==> src/rtl/axi4_lite_master_bridge.sv <==
// AXI4-Lite master bridge: independent write and read channel FSMs between the memory stage and AXI.
// Optional per-transaction timeout enabled by defining the macro AXI_TIMEOUT_EN.
module axi4_lite_master_bridge #(
   parameter int ADDR_WIDTH     = 32,
   parameter int DATA_WIDTH     = 32,
   parameter int TIMEOUT_CYCLES = 255
) (
   input  logic                    clk,
   input  logic                    rst,
   input  logic                    write_start,
   input  logic [ADDR_WIDTH-1:0]   write_addr,
   input  logic [DATA_WIDTH-1:0]   write_data,
   input  logic [DATA_WIDTH/8-1:0] write_strobe,
   input  logic                    read_start,
   input  logic [ADDR_WIDTH-1:0]   read_addr,
   output logic                    write_busy,
   output logic                    read_busy,
   output logic [DATA_WIDTH-1:0]   read_data,
   output logic                    resp_err,
   output logic [ADDR_WIDTH-1:0]   m_awaddr,
   output logic                    m_awvalid,
   input  logic                    m_awready,
   output logic [DATA_WIDTH-1:0]   m_wdata,
   output logic [DATA_WIDTH/8-1:0] m_wstrb,
   output logic                    m_wvalid,
   input  logic                    m_wready,
   input  logic [1:0]              m_bresp,
   input  logic                    m_bvalid,
   output logic                    m_bready,
   output logic [ADDR_WIDTH-1:0]   m_araddr,
   output logic                    m_arvalid,
   input  logic                    m_arready,
   input  logic [DATA_WIDTH-1:0]   m_rdata,
   input  logic [1:0]              m_rresp,
   input  logic                    m_rvalid,
   output logic                    m_rready
);

   localparam int STRB_WIDTH = DATA_WIDTH / 8;

   localparam logic [1:0] W_IDLE = 2'd0;
   localparam logic [1:0] W_REQ  = 2'd1;
   localparam logic [1:0] W_RESP = 2'd2;

   localparam logic [1:0] R_IDLE = 2'd0;
   localparam logic [1:0] R_REQ  = 2'd1;
   localparam logic [1:0] R_DATA = 2'd2;

   logic [1:0]            w_state_q, w_state_d;
   logic [ADDR_WIDTH-1:0] awaddr_q, awaddr_d;
   logic [DATA_WIDTH-1:0] wdata_q, wdata_d;
   logic [STRB_WIDTH-1:0] wstrb_q, wstrb_d;
   logic                  awvalid_q, awvalid_d;
   logic                  wvalid_q, wvalid_d;
   logic                  bready_q, bready_d;
   logic                  w_err_s;

   logic [1:0]            r_state_q, r_state_d;
   logic [ADDR_WIDTH-1:0] araddr_q, araddr_d;
   logic                  arvalid_q, arvalid_d;
   logic                  rready_q, rready_d;
   logic [DATA_WIDTH-1:0] read_data_q, read_data_d;
   logic                  r_err_s;

   logic                  resp_err_q, resp_err_d;

`ifdef AXI_TIMEOUT_EN
   localparam int CNT_W = (TIMEOUT_CYCLES > 1) ? $clog2(TIMEOUT_CYCLES) : 1;
   localparam logic [CNT_W-1:0] CNT_LIMIT = CNT_W'(TIMEOUT_CYCLES - 1);

   logic [CNT_W-1:0] w_cnt_q, w_cnt_d;
   logic [CNT_W-1:0] r_cnt_q, r_cnt_d;
`else
   logic [31:0] unused_timeout_s;
   assign unused_timeout_s = 32'(TIMEOUT_CYCLES);
`endif

   // Write channel next-state: AW and W retire independently, then wait for B.
   always_comb begin
      w_state_d = w_state_q;
      awaddr_d  = awaddr_q;
      wdata_d   = wdata_q;
      wstrb_d   = wstrb_q;
      awvalid_d = awvalid_q;
      wvalid_d  = wvalid_q;
      bready_d  = bready_q;
      w_err_s   = 1'b0;
`ifdef AXI_TIMEOUT_EN
      w_cnt_d   = w_cnt_q;
`endif
      case (w_state_q)
         W_IDLE: begin
            if (write_start) begin
               awaddr_d  = write_addr;
               wdata_d   = write_data;
               wstrb_d   = write_strobe;
               awvalid_d = 1'b1;
               wvalid_d  = 1'b1;
               w_state_d = W_REQ;
            end else begin
               awvalid_d = 1'b0;
               wvalid_d  = 1'b0;
            end
         end
         W_REQ: begin
            awvalid_d = awvalid_q & ~m_awready;
            wvalid_d  = wvalid_q & ~m_wready;
            if (!awvalid_d && !wvalid_d) begin
               bready_d  = 1'b1;
               w_state_d = W_RESP;
            end else begin
               bready_d  = 1'b0;
            end
         end
         W_RESP: begin
            if (m_bvalid) begin
               bready_d  = 1'b0;
               w_err_s   = (m_bresp != 2'b00);
               w_state_d = W_IDLE;
            end else begin
               bready_d  = 1'b1;
            end
         end
         default: begin
            awvalid_d = 1'b0;
            wvalid_d  = 1'b0;
            bready_d  = 1'b0;
            w_state_d = W_IDLE;
         end
      endcase
`ifdef AXI_TIMEOUT_EN
      // A completing handshake wins over an expiring counter.
      if (w_state_q != W_IDLE) begin
         w_cnt_d = w_cnt_q + {{(CNT_W-1){1'b0}}, 1'b1};
         if ((w_state_d != W_IDLE) && (w_cnt_q == CNT_LIMIT)) begin
            awvalid_d = 1'b0;
            wvalid_d  = 1'b0;
            bready_d  = 1'b0;
            w_err_s   = 1'b1;
            w_state_d = W_IDLE;
         end else begin
            w_err_s   = w_err_s;
         end
      end else begin
         w_cnt_d = {CNT_W{1'b0}};
      end
`endif
   end

   // Read channel next-state: AR handshake, then capture one R beat.
   always_comb begin
      r_state_d   = r_state_q;
      araddr_d    = araddr_q;
      arvalid_d   = arvalid_q;
      rready_d    = rready_q;
      read_data_d = read_data_q;
      r_err_s     = 1'b0;
`ifdef AXI_TIMEOUT_EN
      r_cnt_d     = r_cnt_q;
`endif
      case (r_state_q)
         R_IDLE: begin
            if (read_start) begin
               araddr_d  = read_addr;
               arvalid_d = 1'b1;
               r_state_d = R_REQ;
            end else begin
               arvalid_d = 1'b0;
            end
         end
         R_REQ: begin
            if (m_arready) begin
               arvalid_d = 1'b0;
               rready_d  = 1'b1;
               r_state_d = R_DATA;
            end else begin
               arvalid_d = 1'b1;
            end
         end
         R_DATA: begin
            if (m_rvalid) begin
               read_data_d = m_rdata;
               rready_d    = 1'b0;
               r_err_s     = (m_rresp != 2'b00);
               r_state_d   = R_IDLE;
            end else begin
               rready_d    = 1'b1;
            end
         end
         default: begin
            arvalid_d = 1'b0;
            rready_d  = 1'b0;
            r_state_d = R_IDLE;
         end
      endcase
`ifdef AXI_TIMEOUT_EN
      if (r_state_q != R_IDLE) begin
         r_cnt_d = r_cnt_q + {{(CNT_W-1){1'b0}}, 1'b1};
         if ((r_state_d != R_IDLE) && (r_cnt_q == CNT_LIMIT)) begin
            arvalid_d   = 1'b0;
            rready_d    = 1'b0;
            r_err_s     = 1'b1;
            read_data_d = DATA_WIDTH'(32'hDEADBEEF);
            r_state_d   = R_IDLE;
         end else begin
            r_err_s     = r_err_s;
         end
      end else begin
         r_cnt_d = {CNT_W{1'b0}};
      end
`endif
   end

   // Simultaneous write and read errors merge into one pulse.
   always_comb begin
      resp_err_d = w_err_s | r_err_s;
   end

   // State and output registers; reset abandons any transaction silently.
   always_ff @(posedge clk or negedge rst) begin
      if (!rst) begin
         w_state_q   <= W_IDLE;
         awaddr_q    <= {ADDR_WIDTH{1'b0}};
         wdata_q     <= {DATA_WIDTH{1'b0}};
         wstrb_q     <= {STRB_WIDTH{1'b0}};
         awvalid_q   <= 1'b0;
         wvalid_q    <= 1'b0;
         bready_q    <= 1'b0;
         r_state_q   <= R_IDLE;
         araddr_q    <= {ADDR_WIDTH{1'b0}};
         arvalid_q   <= 1'b0;
         rready_q    <= 1'b0;
         read_data_q <= {DATA_WIDTH{1'b0}};
         resp_err_q  <= 1'b0;
`ifdef AXI_TIMEOUT_EN
         w_cnt_q     <= {CNT_W{1'b0}};
         r_cnt_q     <= {CNT_W{1'b0}};
`endif
      end else begin
         w_state_q   <= w_state_d;
         awaddr_q    <= awaddr_d;
         wdata_q     <= wdata_d;
         wstrb_q     <= wstrb_d;
         awvalid_q   <= awvalid_d;
         wvalid_q    <= wvalid_d;
         bready_q    <= bready_d;
         r_state_q   <= r_state_d;
         araddr_q    <= araddr_d;
         arvalid_q   <= arvalid_d;
         rready_q    <= rready_d;
         read_data_q <= read_data_d;
         resp_err_q  <= resp_err_d;
`ifdef AXI_TIMEOUT_EN
         w_cnt_q     <= w_cnt_d;
         r_cnt_q     <= r_cnt_d;
`endif
      end
   end

   assign write_busy = write_start | (w_state_q != W_IDLE);
   assign read_busy  = read_start | (r_state_q != R_IDLE);
   assign read_data  = read_data_q;
   assign resp_err   = resp_err_q;
   assign m_awaddr   = awaddr_q;
   assign m_awvalid  = awvalid_q;
   assign m_wdata    = wdata_q;
   assign m_wstrb    = wstrb_q;
   assign m_wvalid   = wvalid_q;
   assign m_bready   = bready_q;
   assign m_araddr   = araddr_q;
   assign m_arvalid  = arvalid_q;
   assign m_rready   = rready_q;

endmodule

==> config.mk <==
export PLATFORM = sky130hd
export DESIGN_NAME = axi4_lite_master_bridge
export DESIGN_NICKNAME = d
export VERILOG_FILES = /design/src/rtl/axi4_lite_master_bridge.sv
export SDC_FILE = /design/constraint.sdc
export NUM_CORES = 1
export LEC_CHECK = 0
export ABC_CLOCK_PERIOD_IN_PS = 3800
export CAP_MARGIN = 40
export CORE_ASPECT_RATIO = 0.8
export CORE_UTILIZATION = 43
export DETAILED_ROUTE_END_ITERATION = 12
export PLACE_DENSITY = 0.86
export SYNTH_ARGS = -nofsm -noshare
export SYNTH_HDL_FRONTEND = slang
export SYNTH_SLANG_ARGS = --single-unit
==> constraint.sdc <==
create_clock -name clk -period 3.8 [get_ports clk]
set_input_delay 0.76 -clock clk [delete_from_list [all_inputs] [get_ports clk]]
set_output_delay 0.76 -clock clk [all_outputs]
set_load 0.01 [all_outputs]
Word level (Yosys, flattened, before mapping)
Index checks and enable logic that the tools add are counted.

Input port bits: 145. Output and inout bits: 140. Word-level logic and storage cells: 70. Flip-flop bits (word level): 142.

Muxes and demuxes: 24. Reduce and logical (&&, ||, !) cells: 15. Bitwise gates (word level): 8. Eq/ne operators: 10.

Operator list (count): $pmux 1 s3 (5); $mux 2 (6); $ne 2x2->1 const B (6); $pmux 2 s3 (2); $mux 1 (11); $reduce_and 2->1 (4); $reduce_bool 2->1 (4); $reduce_and 3->1 (2); $eq 2x1->1 const B (2); $eq 2x2->1 const B (2); $logic_not 2->1 (2); $not 1->1 (3); $or 1x1->1 (3); $and 1x1->1 (2); $logic_not 1->1 (2); $logic_and 1x1->1 (1).

Logic depth before layout (Yosys ltp)
Gate-level depths: netlist (run 1).

Depth after elaboration: 6. Gate-level depth with buffers: 6.

Worst setup path after synthesis (run 1)
Ideal clock, no wire load.

Kind: input to output. From: in write_start. To: out write_busy. Stages on the path: 1. Data arrival time: 1.031 ns. Required time: 3.040 ns. Path slack: 2.009 ns. Path buffers: 0. Cells stage by stage: or2b_1.

Cells in the longest elaborated chain, start to end: 1.

Ends and longest elaborated chain: start: declaration (line 10) `input logic write_start,`; $or 1x1->1 (line 260) `assign write_busy = write_start | (w_state_q != W_IDLE);`; end: declaration (line 16) `output logic write_busy,`.

No other way between the ends.

Worst setup path in the final report (run 1)
From: reg w_state_q[1]. To: out write_busy.

Cells in the longest elaborated chain, start to end: 2.

Ends and longest elaborated chain: start: declaration (line 49) `logic [1:0] w_state_q, w_state_d;`; start signal: assignment (line 240) `w_state_q <= w_state_d;`; $reduce_bool 2->1 (line 260); $or 1x1->1 (line 260).

No other way between the ends.

==> impl_metrics.tcl, run 1 <==
set metrics [dict create \
    grt_overflow 0 \
    clk_path_buf_depth 2 \
    yosys_register_bits 142 \
    antenna_found_initial 0 \
    diodes 0 \
    synth_nets 498 \
    rsz0062_at_grt "false" \
    net-switching-power_w 0.00236 \
    ir_worst_vdd_mv 0.548 \
    synth_commonest_cells "dfrtp_1 (142), mux2_2 (103), mux2_1 (31)" \
    crit_required_ps 3040 \
    leakage_nw 3.86 \
    grt_pass1_vias 4311 \
    synth_edf_count 0 \
    drive_gt1_share_pct 21.6 \
    viasPerCell 4.81 \
    final_cells 824 \
    synthDistinctLibCells 21 \
    fin_area_um2 9160 \
    hold_viol 0 \
    drt_first_iter_violations 107 \
    finalSetupViolCount 0 \
    cts-hold-fix-buffers 0 \
    dpl_cell_area_um2 8540 \
    async_flop_share_pct 100 \
    grtUsageTotal_pct 22.6 \
    yosysMostFrequentCell "dfrtp_1" \
    syn_avg_cell_area_um2 16.0 \
    grt_pass1_wl_um 22200 \
    placed_cells 792 \
    synth_top_area_cell "dfrtp_1" \
    tns_ps 0 \
    dr_wl_met2_um 7680 \
    p_int_w 0.00549 \
    cts_resized 0 \
    start_util_pct 44.7 \
    p_seq_share_pct 34.4 \
    clock-skew-final_ps 5.65 \
    die_y_um 103 \
    final.period_utilization_pct 73.4 \
    cts-root-buf "clkbuf_16" \
    yosys_warnings 0 \
    slew_violations 0 \
    status "complete, no violations" \
    path_cells "inv_1, ha_1, or2b_1, clkdlybuf4s50_1" \
    io_buffers 284 \
    maxCapViolations 0 \
    power_frac_clock_pct 22.2 \
    r2r_setup_slack_ps 1570 \
    whs_ps 225 \
    yosys-top-cells-area "dfrtp_1 (64%), mux2_2 (21%), mux2_1 (6.3%)" \
    ant_nets 0 \
    tightest_slew_ps 827 \
    hold_class "in2async" \
    power_density_nw_per_um2 857 \
    route.layer.met1.wl_um 5370 \
    max_freq_mhz 359 \
    synth-main-ff-cell "dfrtp_1" \
    route.vias.total 3965 \
    cts.sinks 142 \
    drc 0 \
    cp_data_arrival_time_ps 2030 \
    dp_hpwl_um 10700 \
    wl_met3_um 1500 \
    drt-wirelength-per-cell_um 18.0 \
    cp-end-kind "output port" \
    path_max_fanout 6 \
    die-area_um2 13300 \
    cts.clk_slew.worst_paths_ps 60 \
    numCtsBuffers 17 \
    insertion_delay_ps 410 \
    cp_slowest_cell "clkdlybuf4s50_1" \
    postCtsSetupRepairBufs 0 \
    pin_count 285 \
    max_stage_delay_ps 490 \
    syn_inst 345 \
    reg2reg_depth 5 \
    critical_path_class "reg2out" \
    cts_tree "done" \
    dr.max_layer_used "met4" \
    die_x_um 129 \
    drtPass1Iterations 4 \
    syn2layout_area_growth_pct 66.1 \
    timing.rr.start "w_state_q[1]$_DFFE_PN0P_" \
    core_region_area_um2 12300 \
    cp-start-kind "flip-flop" \
    yosysTopAreaCellShare_pct 64.4 \
    rows 36 \
    ctsHtreeMaxLevel 4 \
    nNetsFinal 793 \
    drt-total-wl_um 14800 \
    period_needed_ps 2790 \
    r2r-end "m_awaddr[11]$_DFFE_PN0N_" \
    relSlewSlack_pct 44.7 \
    synth_area_um2 5520 \
    power_frac_comb_pct 43.4 \
    yosysSeqAreaShare_pct 64.4 \
    gp_congestion 0.767 \
    grt_max_degree 76 \
    sw_frac_of_total_pct 30.0 \
]
[placed cells by master, fill, tap and decap left out]
master           netlist  final
clkinv_4               0      1
inv_6                  0      2
nand2_2                1      1
o31ai_1                1      1
nand3_1                1      1
clkbuf_1               0      1
buf_16                 0      1
buf_12                 0      2
clkdlybuf4s50_1        0    283
mux2_1                31     31
inv_1                  7      7
or2b_1                 1      1
nand3b_1               1      1
nand2b_1               3      3
o211ai_1               2      2
o21ai_0               10     10
clkinv_2               0      3
mux2_2               103    103
a21oi_1                2      2
ha_1                   8      8
bufinv_16              0      4
buf_6                  4      1
nand2_1               10     10
a31oi_1                2      2
nor2_1                 4      4
clkinvlp_4             0      4
dfrtp_1              142    142
clkbuf_16              0     17
buf_4                  0      2
nor2b_1                3      3
[worst max-delay path by stage]
stage,end,slack (ps),start,cells after the start
floorplan,write_busy,2010,write_start,1
detailed placement,read_busy,1070,read_start,3
global route,write_busy,920,w_state_q[1]$_DFFE_PN0P_,4
CTS,write_busy,1020,w_state_q[1]$_DFFE_PN0P_,4
global placement,write_busy,1070,write_start,3
finish,write_busy,1010,w_state_q[1]$_DFFE_PN0P_,4
[layout make-up]
type / instances / area [um^2]
clock inverter: 14 / 191
multi-input combinational: 183 / 1820
sequential: 142 / 3550
clock buffer: 18 / 429
fill: 789 / 3180
inverter: 7 / 26.3
tap: 171 / 214
timing repair buffer: 289 / 2930
[cell families after synthesis]
family / Yosys count / synth area share [%]
adder cells (fa/ha/maj): 8 / 1.81
AO/OA/AOI/OAI: 17 / 1.72
buffers and inverters: 20 / 2.59
multiplexers: 134 / 27.4
flip-flops: 142 / 64.4
AND/OR/NAND/NOR: 24 / 2.11
[worst max-delay path: cells and delay by family (launching register included)]
| family | cells | cell delay [ps] |
|---|---|---|
| buf+inv | 2 | 600 |
| simple gates | 1 | 310 |
| fa+ha+maj | 1 | 290 |
| flops | 1 | 410 |
[stage by stage]
stage / utilization, % / total power (W) / setup slack [ps]
2_1_floorplan: - / 0.00413 / 2010
3_3_place_gp: 69.0 / 0.00598 / 1070
3_5_place_dp: 69.2 / 0.00613 / 1070
4_1_cts: 74.2 / 0.00794 / 1020
5_1_grt: 74.2 / 0.00827 / 921
6_report: 74.2 / 0.00785 / 1010
[sequential cells by signal, indices dropped and copies added, names as in the netlist]
signal / cells
m_araddr: 32
m_arvalid: 1
m_awaddr: 32
m_awvalid: 1
m_bready: 1
m_rready: 1
m_wdata: 32
m_wstrb: 4
m_wvalid: 1
r_state_q: 2
read_data: 32
resp_err: 1
w_state_q: 2
[power by group through the flow]
stage | Sequential [W] | Clock (W) | Combinational [W]
6_report | 0.00270 | 0.00174 | 0.00341
5_1_grt | 0.00280 | 0.00184 | 0.00364
4_1_cts | 0.00271 | 0.00178 | 0.00346
3_5_place_dp | 0.00271 | 0 | 0.00342
3_3_place_gp | 0.00265 | 0 | 0.00333
2_1_floorplan | 0.00301 | 0 | 0.00112
[layer usage]
metal  track usage, %  up-vias
met5                0        -
met2             40.6      179
met4             9.14        0
met3             10.1       21
met1             23.3     1971
li1                 -     1794
(Power assumes the default switching activity.)
==> run 2, diff against run 1 <==
--- a/config.mk
+++ b/config.mk
@@ -5,12 +5,12 @@
 export SDC_FILE = /design/constraint.sdc
 export NUM_CORES = 1
 export LEC_CHECK = 0
-export ABC_CLOCK_PERIOD_IN_PS = 3800
+export ABC_CLOCK_PERIOD_IN_PS = 2580
 export CAP_MARGIN = 40
 export CORE_ASPECT_RATIO = 0.8
-export CORE_UTILIZATION = 43
+export CORE_UTILIZATION = 40
 export DETAILED_ROUTE_END_ITERATION = 12
-export PLACE_DENSITY = 0.86
+export PLACE_DENSITY = 0.81
 export SYNTH_ARGS = -nofsm -noshare
 export SYNTH_HDL_FRONTEND = slang
 export SYNTH_SLANG_ARGS = --single-unit
==> constraint.sdc (replaced) <==
create_clock -name clk -period 2.58 [get_ports clk]
set_input_delay 0.516 -clock clk [delete_from_list [all_inputs] [get_ports clk]]
set_output_delay 0.516 -clock clk [all_outputs]
set_load 0.01 [all_outputs]
==> run 2 against run 1 <==
  * Power is 44% higher
  * Via count is 1.9% lower
  * Combinational power is 46% higher
  * Cell count is 0.73% higher
  * Sequential cell count stayed put
  * Non-clock buffer count is 2 higher
  * Global-route usage is 2.3 points lower
  * Utilization is 4.8 points lower
  * Clock skew is 0.69 ps higher
  * Sequential share of layout area is 0.12 points higher
  * First-iteration DRC count is 8.4% higher
  * Design area is 0.30% lower
  * Critical endpoint unchanged
  * Largest cell class unchanged
  * Largest power group unchanged
  * Highest routed layer unchanged
==> impl_metrics.tcl, run 2 (synthesized netlist as in run 1, its figures left out) <==
set metrics [dict create \
    final_cells 830 \
    drt_first_iter_violations 116 \
    hold_viol 0 \
    nNetsFinal 795 \
    grtUsageTotal_pct 20.3 \
    die-area_um2 14300 \
    power_frac_comb_pct 44.1 \
    die_x_um 133 \
    cts.sinks 142 \
    hold_class "reg2reg" \
    clk_path_buf_depth 2 \
    ctsHtreeMaxLevel 4 \
    rsz0062_at_grt "false" \
    die_y_um 107 \
    fin_area_um2 9130 \
    pin_count 285 \
    net-switching-power_w 0.00333 \
    power_frac_clock_pct 21.1 \
    final.period_utilization_pct 95.2 \
    path_cells "inv_1, ha_2, or2b_1, clkdlybuf4s50_1" \
    numCtsBuffers 17 \
    r2r_setup_slack_ps 920 \
    timing.rr.start "r_state_q[0]$_DFFE_PN0P_" \
    tightest_slew_ps 413 \
    period_needed_ps 2460 \
    core_region_area_um2 13100 \
    grt_overflow 0 \
    max_freq_mhz 407 \
    reg2reg_depth 5 \
    ir_worst_vdd_mv 0.776 \
    grt_max_degree 71 \
    slew_violations 0 \
    drive_gt1_share_pct 21.5 \
    min_from "m_araddr[9]$_DFFE_PN0P_" \
    min_to "m_araddr[9]$_DFFE_PN0P_" \
    postCtsSetupRepairBufs 0 \
    antenna_found_initial 0 \
    crit_required_ps 2060 \
    worst_slack_ps 124 \
    tns_ps 0 \
    final_cell_mix "clkdlybuf4s50_1 (283), dfrtp_1 (142), mux2_2 (103)" \
    relSlewSlack_pct 72.5 \
    drtPass1Iterations 4 \
    clock-skew-final_ps 6.34 \
    p_int_w 0.00797 \
    power_density_nw_per_um2 1240 \
    cts_tree "done" \
    dpl_cell_area_um2 8530 \
    cts-root-buf "clkbuf_16" \
    route.vias.total 3889 \
    drt-wirelength-per-cell_um 16.8 \
    grt_pass1_vias 4306 \
    pre_cts_slack_ps 312 \
    dp_hpwl_um 10500 \
    cp_data_arrival_time_ps 1940 \
    p_seq_share_pct 34.8 \
    max_stage_delay_ps 500 \
    start_util_pct 42.0 \
    ant_nets 0 \
    cp_slowest_cell "clkdlybuf4s50_1" \
    gp_congestion 0.807 \
    leakage_nw 3.84 \
    final_common_cell "clkdlybuf4s50_1" \
    grt_pass1_wl_um 22000 \
    critical_path_class "reg2out" \
    diodes 0 \
    insertion_delay_ps 410 \
    sw_frac_of_total_pct 29.5 \
    path_delay_family "buffers and inverters" \
    syn2layout_area_growth_pct 65.6 \
    r2r-end "read_data[4]$_DFFE_PN0P_" \
    io_buffers 284 \
    status "complete, no violations" \
    path_max_fanout 6 \
    crit_buf_inv 2 \
    drc 0 \
    rows 37 \
    cp-start-kind "flip-flop" \
    finalSetupViolCount 0 \
    maxCapViolations 0 \
    whs_path_depth 1 \
    cts.clk_slew.worst_paths_ps 60 \
    placed_cells 797 \
    viasPerCell 4.69 \
    drt-total-wl_um 14000 \
    cp-end-kind "output port" \
]
## run 2: changes by cell type in the layout (fill, tap and decap cells not counted)
cell	change
clkbuf_8	+3
buf_4	+2
bufinv_16	-2
clkbuf_1	+2
inv_6	-2
buf_16	-1
clkinv_2	-1
clkinv_4	+1
clkinvlp_4	-1
dlygate4sd3_1	+1
ha_1	-1
ha_2	+1
## run 2: final cells by class
class | instances | area, um^2
Fill cell | 923 | 4010
Sequential cell | 142 | 3550
Timing Repair Buffer | 291 | 2920
Clock buffer | 23 | 478
Tap cell | 175 | 219
Multi-Input combinational cell | 183 | 1820
Clock inverter | 9 | 110
Inverter | 7 | 26.3
## run 2: worst max-delay path by stage
stage                                   from                        to  slack [ps]  cells after the start
global placement                 write_start                write_busy         330                      3
CTS                 w_state_q[1]$_DFFE_PN0P_                write_busy          60                      4
floorplan           w_state_q[0]$_DFFE_PN0P_  w_state_q[0]$_DFFE_PN0P_        1020                      5
global route        w_state_q[0]$_DFFE_PN0P_                write_busy           9                      4
detailed placement               write_start                write_busy         310                      3
finish              w_state_q[1]$_DFFE_PN0P_                write_busy         120                      4
## run 2: worst register-to-register path, delay by kind of cell, from the launching register on
kind	cells	cell delay (ps)
buffers and inverters	2	440
adder cells (fa/ha/maj)	1	240
AND/OR/NAND/NOR	1	80
flip-flops	1	370
multiplexers	1	410
## run 2: per-stage QoR
step	util (%)	total power [W]	hold slack (ps)
6_report	69.5	0.0113	490
5_1_grt	69.5	0.0119	505
4_1_cts	69.5	0.0115	493
3_5_place_dp	64.9	0.00898	406
3_3_place_gp	64.9	0.00880	401
2_1_floorplan	-	0.00609	220
## run 2: power by group through the flow
stage	logic, W	clock network, W	registers, W
2_1_floorplan	0.00165	0	0.00444
3_3_place_gp	0.00491	0	0.00388
3_5_place_dp	0.00502	0	0.00396
4_1_cts	0.00506	0.00245	0.00394
5_1_grt	0.00531	0.00255	0.00407
6_report	0.00499	0.00239	0.00393
## run 2: layer usage
metal,part of all wire [%],vias to the layer above,global-route usage [%]
met5,0,-,0
met3,9.2,13,8.56
met4,1.0,0,6.90
li1,-,1794,-
met1,36,1911,21.4
met2,53,171,36.6
## run 2: timing repair
action                                  CTS  global route
gates resized for setup                   0             1
hold buffers                              1             0
endpoints found under the setup margin    0             1
hold endpoints to repair                 26             0
